--- config.mk ---
export PLATFORM = sky130hd
export DESIGN_NAME = vote_tally_display
export DESIGN_NICKNAME = d
export VERILOG_FILES = /design/src/rtl/vote_pkg.sv /design/src/rtl/bcd_sat_counter.sv /design/src/rtl/vote_tally_display.sv
export SDC_FILE = /design/constraint.sdc
export NUM_CORES = 1
export LEC_CHECK = 0
export CAP_MARGIN = 5
export CELL_PAD_IN_SITES_DETAIL_PLACEMENT = 0
export CELL_PAD_IN_SITES_GLOBAL_PLACEMENT = 2
export CORE_MARGIN = 5
export CORE_UTILIZATION = 36
export DETAILED_ROUTE_END_ITERATION = 8
export MAX_ROUTING_LAYER = met4
export PLACE_DENSITY_LB_ADDON = 0.1
export SETUP_SLACK_MARGIN = 0.02
export SYNTH_ARGS = -nofsm -noshare
export SYNTH_HDL_FRONTEND = slang
export SYNTH_SLANG_ARGS = --single-unit
--- constraint.sdc ---
create_clock -name i_clk -period 4.92 [get_ports i_clk]
set_clock_uncertainty 0.15 [all_clocks]
set_input_delay 1.23 -clock i_clk [delete_from_list [all_inputs] [get_ports i_clk]]
set_output_delay 1.23 -clock i_clk [all_outputs]
set_load 0.02 [all_outputs]
--- src/rtl/vote_pkg.sv ---
// Shared types, segment constants and helpers for the vote tally display.
// Segment codes are {a,b,c,d,e,f,g}, active-high.
package vote_pkg;

    typedef logic [3:0] bcd_t;

    localparam bcd_t       BCD_MAX_DIGIT = 4'd9;
    localparam logic [6:0] SEG_BLANK     = 7'b000_0000;
    localparam logic [6:0] SEG_ZERO      = 7'b111_1110;

    function automatic logic [6:0] bcd_to_seg7(input bcd_t d);
        logic [6:0] seg;
        case (d)
            4'd0:    seg = 7'b111_1110;
            4'd1:    seg = 7'b011_0000;
            4'd2:    seg = 7'b110_1101;
            4'd3:    seg = 7'b111_1001;
            4'd4:    seg = 7'b011_0011;
            4'd5:    seg = 7'b101_1011;
            4'd6:    seg = 7'b101_1111;
            4'd7:    seg = 7'b111_0000;
            4'd8:    seg = 7'b111_1111;
            4'd9:    seg = 7'b111_1011;
            default: seg = SEG_BLANK;
        endcase
        return seg;
    endfunction

    // A counter is at its maximum count when every digit reads 9.
    function automatic logic digit_is_max(input bcd_t d);
        return d == BCD_MAX_DIGIT;
    endfunction

endpackage

--- src/rtl/bcd_sat_counter.sv ---
// Multi-digit BCD counter that saturates at all-nines instead of wrapping.
module bcd_sat_counter
    import vote_pkg::*;
#(
    parameter int unsigned DIGITS = 3
) (
    input  logic              i_clk,
    input  logic              i_reset,
    input  logic              i_inc,
    input  logic              i_clr,
    output bcd_t [DIGITS-1:0] o_digits,
    output logic              o_at_max
);

    bcd_t [DIGITS-1:0] r_digits;
    bcd_t [DIGITS-1:0] w_next;
    logic [DIGITS-1:0] w_nines;

    always_comb begin
        logic carry;
        carry   = 1'b1;
        w_next  = r_digits;
        w_nines = '0;
        for (int k = 0; k < DIGITS; k++) begin
            w_nines[k] = digit_is_max(r_digits[k]);
            if (carry) begin
                if (w_nines[k]) begin
                    w_next[k] = '0;
                end else begin
                    w_next[k] = r_digits[k] + 4'd1;
                    carry     = 1'b0;
                end
            end
        end
    end

    always_ff @(posedge i_clk) begin
        if (i_reset || i_clr) begin
            r_digits <= '0;
        end else if (i_inc && !o_at_max) begin
            r_digits <= w_next;
        end
    end

    assign o_digits = r_digits;
    assign o_at_max = &w_nines;

endmodule

--- src/rtl/vote_tally_display.sv ---
// N-channel saturating BCD vote tally with a registered 7-segment view of one
// candidate, picked by an auto-scan timer or a manual select.
module vote_tally_display
    import vote_pkg::*;
#(
    parameter int unsigned NUM_CAND = 4,
    parameter int unsigned DIGITS   = 3,
    parameter int unsigned SCAN_DIV = 50000,
    localparam int unsigned CW      = $clog2(NUM_CAND)
) (
    input  logic                  i_clk,
    input  logic                  i_reset,
    input  logic [NUM_CAND-1:0]   i_vote_req,
    input  logic                  i_lock,
    input  logic                  i_clear,
    input  logic                  i_manual,
    input  logic [CW-1:0]         i_sel_cand,
    output logic [DIGITS*7-1:0]   o_seg,
    output logic [CW-1:0]         o_cand_id,
    output logic                  o_vote_ack,
    output logic                  o_vote_err,
    output logic [NUM_CAND-1:0]   o_ovf
);

    localparam int unsigned SW = $clog2(SCAN_DIV);

    logic [NUM_CAND-1:0] r_vote_req_q;
    logic [NUM_CAND-1:0] r_ovf;
    logic [CW-1:0]       r_cand_id;
    logic [SW-1:0]       r_scan;
    logic [DIGITS*7-1:0] r_seg;
    logic                r_ack;
    logic                r_err;

    logic [NUM_CAND-1:0] w_rise;
    logic [NUM_CAND-1:0] w_at_max;
    logic [NUM_CAND-1:0] w_inc;
    logic                w_one_hot;
    logic                w_multi;
    logic                w_open;
    logic                w_hit_max;
    logic                w_sel_valid;
    logic [DIGITS*7-1:0] w_seg_d;
    bcd_t [DIGITS-1:0]   w_digits [NUM_CAND];

    assign w_rise      = i_vote_req & ~r_vote_req_q;
    assign w_one_hot   = $onehot(w_rise);
    assign w_multi     = (w_rise != '0) && !w_one_hot;
    assign w_open      = !i_clear && !i_lock;
    assign w_hit_max   = |(w_rise & w_at_max);
    assign w_inc       = (w_open && w_one_hot) ? w_rise : '0;
    assign w_sel_valid = {1'b0, i_sel_cand} < (CW+1)'(NUM_CAND);

    for (genvar i = 0; i < NUM_CAND; i++) begin : g_cand
        bcd_sat_counter #(
            .DIGITS (DIGITS)
        ) u_counter (
            .i_clk    (i_clk),
            .i_reset  (i_reset),
            .i_inc    (w_inc[i]),
            .i_clr    (i_clear),
            .o_digits (w_digits[i]),
            .o_at_max (w_at_max[i])
        );
    end

    // An out-of-range manual selection blanks the display rather than aliasing.
    always_comb begin
        w_seg_d = '0;
        if (!(i_manual && !w_sel_valid)) begin
            for (int k = 0; k < DIGITS; k++) begin
                w_seg_d[7*k +: 7] = bcd_to_seg7(w_digits[r_cand_id][k]);
            end
        end
    end

    always_ff @(posedge i_clk) begin
        if (i_reset) begin
            r_vote_req_q <= '0;
            r_ovf        <= '0;
            r_ack        <= 1'b0;
            r_err        <= 1'b0;
            r_cand_id    <= '0;
            r_scan       <= '0;
            r_seg        <= {DIGITS{SEG_ZERO}};
        end else begin
            r_vote_req_q <= i_vote_req;
            r_ack        <= w_open && w_one_hot && !w_hit_max;
            r_err        <= w_open && (w_multi || (w_one_hot && w_hit_max));
            r_seg        <= w_seg_d;
            if (i_clear) begin
                r_ovf <= '0;
            end else if (w_open && w_one_hot) begin
                r_ovf <= r_ovf | (w_rise & w_at_max);
            end
            // Holding the scan timer at 0 in manual mode restarts it on return to auto.
            if (i_manual) begin
                r_scan <= '0;
                if (w_sel_valid) begin
                    r_cand_id <= i_sel_cand;
                end
            end else if (r_scan == SW'(SCAN_DIV - 1)) begin
                r_scan    <= '0;
                r_cand_id <= (r_cand_id == CW'(NUM_CAND - 1)) ? '0 : r_cand_id + 1'b1;
            end else begin
                r_scan <= r_scan + 1'b1;
            end
        end
    end

    assign o_seg      = r_seg;
    assign o_cand_id  = r_cand_id;
    assign o_vote_ack = r_ack;
    assign o_vote_err = r_err;
    assign o_ovf      = r_ovf;

endmodule
==> metrics.md <==
| Metric | Value |
|---|---|
| #FFs+latches synth | 97 |
| Seq/Total Area, Yosys | 0.379 |
| Synth Net Count | 608 |
| Crit share post-route | 0.886 |
| Wire length per cell | 16.8 µm |
| Fin worst setup slack | 0.558 ns |
| Initial Utilization | 0.367 |
| Htree depth | 3 |
| First drt pass iteration count | 4 |
| Core area | 13900 µm² |
| Worst path required time | approximately 5.0 ns |
| Total of warnings raised by yosys | 0 |
| Met3 Track Usage GR | 0.0387 |
| Min Hold Slack | 0.290 ns |
| Vias in the first global route | 4140 |
| Crit-path cells | clkdlybuf4s50_1, nor2b_1, xor2_1, ha_1, ha_1, ha_1, nor3b_2, buf_4, nand3_1, or4_1, a21oi_1 |
| Cell Rows | 43 |
| Initial antenna violation count | 0 |
| CTS Buffer Depth | 2 |
| Max stage delay on crit path | 0.60 ns |
| Post-place setup slack | about 0.22 ns |
| GR Overflow Total | 0 |
| Post-DRT Antenna Nets | 0 |
| Power, Total | 1.69 mW |
| Vias per cell | about 5.6 |
| Layout area overhead | 18.0% |
| GRT busiest layer | met2 |
| Global-route met2 utilization | 0.259 |
| Post-synth EDFFs | 0 |
| Max FO, Critical Path | 15 |
| Final min period | 4.36 ns |
| Buf/Inv on CP | 2 |
| Clk sinks | 97 |
| Input/output buffers | 39 |
| Primary FF master, synth | dfxtp_1 |
| IO Pins | 40 |
| Status | finished clean |
| CP Capture Type | flop |
| Fin nets | 644 |
| Largest net degree at the start of global routing | 45 |
| Root Buffer | clkbuf_16 |
| Clock Latency Late Sink | between 0.3 and 0.4 ns |
| Slew Viols, Final | 0 |
| PD cells | 280 nW/µm² |
| Met1 Use GR | 0.232 |
| Vias | approximately 4500 |
| Die H | 129 µm |
| CTS clock-pin slew for the worst setup and hold paths | 0.06 ns |
| Max-slew headroom | 0.330 |
| Worst vdd ir | ~0.18 mV |
| GP Congestion | 0.826 |
| Leak Pwr | about 2.0 nW |
| Fmax | 229 MHz |
| Hold_buf cts | 0 |
| CTS buffer count | 9 |
| Die Width | 129 µm |
| Synth Instances | 574 |
| Worst-margin pin slew | between 1 and 1.5 ns |
| Fillers | 1398 |
| Post-CTS Setup Inserts | 0 |
| First-pass GRT wire length | about 22000 µm |
| Total GRT Usage | 0.174 |
| Arrival time at the worst endpoint | 4.48 ns |
| Critical Path Start Type | input pin |
| Share of layout cells above drive strength 1 | 0.0715 |
| Final setup vio count | 0 |
| Setup CP Type | in2reg |
| Hold Vio Cnt, Final | 0 |
| Setup_tns | 0 ns |
| Most used cell, CP | ha_1 |
| RSZ-0062 raised after global routing | false |
| Max-cap viol count | 0 |
| Hold crit path type | reg2reg |
| Top delay family on crit path | simple AND/OR/NAND/NOR gates |
| CP max stage cell | or4_1 |
| Post-CTS Resized | 0 |
| Iteration-0 DRC Markers | 268 |
| Syn avg cell area | 8.92 µm² |
| Post-synthesis cell area | 5120 µm² |
| Ant. Diodes | 0 |
| Die ar. | 16700 µm² |
| Post-synth ARST share | 0 |
| Synth cell types | 66 |
| TritonCTS clock tree | built |
| DRC viols | 0 |
| Drt total wl | 13400 µm |
| Placed wire-length estimate | 9570 µm |
==> layout by cell type (no fill, tap or decap), drive strengths merged, types with 4 or more instances in the layout <==
cell,netlist,routed
dfxtp,97,97
a21oi,40,40
nor2,39,39
clkdlybuf4s50,0,39
nand2,37,37
o21ai,34,34
inv,30,30
ha,23,23
nor2b,21,21
or3,20,20
nand4,18,18
nand3,15,15
or4,14,14
a31oi,13,13
mux4,12,12
clkbuf,18,12
xor2,10,10
o31ai,10,10
nor3,8,8
buf,4,8
and2,7,7
a211oi,7,7
and3,7,7
nand2b,6,6
xnor2,6,6
nor3b,6,6
nor4,6,6
a21o,5,5
mux2i,5,5
nor4bb,4,4
o311ai,4,4
and4,4,4
o41ai,4,4
==> worst paths after layout <==
kind         slack, ns                              end  cells past startpoint            start
max               0.56  g_cand[0].u_counter.o_digits[8]                     11    i_vote_req[0]
min               0.29                        r_scan[0]                      1        r_scan[0]
min reg2reg       0.29                        r_scan[0]                      1        r_scan[0]
max reg2reg       1.68  g_cand[0].u_counter.o_digits[8]                     10  r_vote_req_q[0]
==> final cells by class <==
type / instances / area, µm² / area share
Clock buffer: 12 / 256 / 0.0425
Clock inverter: 4 / 75.1 / 0.0124
Inverter: 30 / 113 / 0.0186
Multi-Input combinational cell: 425 / 2980 / 0.493
Sequential cell: 97 / 1940 / 0.322
Tap cell: 180 / 225 / 0.0373
Timing Repair Buffer: 47 / 450 / 0.0746
==> flip-flops by register name (all words and copies together) (netlist names) <==
| register | cells |
|---|---|
| g_cand.u_counter.o_digits | 48 |
| o_cand_id | 2 |
| o_ovf | 4 |
| o_seg | 21 |
| o_vote_ack | 1 |
| o_vote_err | 1 |
| r_scan | 16 |
| r_vote_req_q | 4 |
==> layer usage <==
| layer | wire (µm) | vias up | share of wire |
|---|---|---|---|
| met1 | 6570 | 2118 | 0.49 |
| li1 | - | 2219 | - |
| met3 | 533 | 16 | 0.040 |
| met4 | 247 | 0 | 0.018 |
| met5 | 0 | - | 0 |
| met2 | 6020 | 100 | 0.45 |
==> synthesized netlist by cell type (all sizes together) (4+ instances only) <==
cell | n | area, µm²
mux2i | 5 | 50.1
ha | 23 | 288
nand3 | 15 | 75.1
nand4 | 18 | 113
nor3b | 6 | 50.1
xor2 | 10 | 87.6
o21ai | 34 | 170
and4 | 4 | 35.0
a21o | 5 | 37.5
and2 | 7 | 43.8
o31ai | 10 | 75.1
o311ai | 4 | 35.0
nand2b | 6 | 37.5
a31oi | 13 | 81.3
dfxtp | 97 | 1940
o41ai | 4 | 35.0
xnor2 | 6 | 52.6
mux4 | 12 | 274
nor2 | 39 | 146
and3 | 7 | 43.8
or4 | 14 | 105
buf | 4 | 18.8
nor4 | 6 | 50.0
nor4bb | 4 | 40.0
clkbuf | 18 | 67.6
or3 | 20 | 130
nand2 | 37 | 139
a211oi | 7 | 52.6
nor2b | 21 | 131
a21oi | 40 | 200
nor3 | 8 | 40.0
inv | 30 | 113
==> through the flow <==
step | utilization | cells | cell area (µm²)
2_1_floorplan | - | 574 | 5120
3_3_place_gp | 0.410 | 779 | 5710
3_5_place_dp | 0.410 | 779 | 5710
4_1_cts | 0.433 | 795 | 6040
5_1_grt | 0.433 | 795 | 6040
6_report | 0.433 | 795 | 6040
==> report_power, final <==
part           internal [mW]  switching [mW]
Sequential             0.790         0.00602
Clock                  0.474           0.311
Combinational         0.0434          0.0663
Total                   1.31           0.383
==> logic make-up after synthesis <==
logic type,share of synthesized area
muxes,0.0633
xor gates and xnor gates,0.0274
AOI/OAI and AO/OA,0.170
buffers and inverters,0.0389
adders and majority gates,0.0562
and+or+nand+nor,0.265
DFF,0.379
Note: power is estimated with default switching activity, not from simulation.
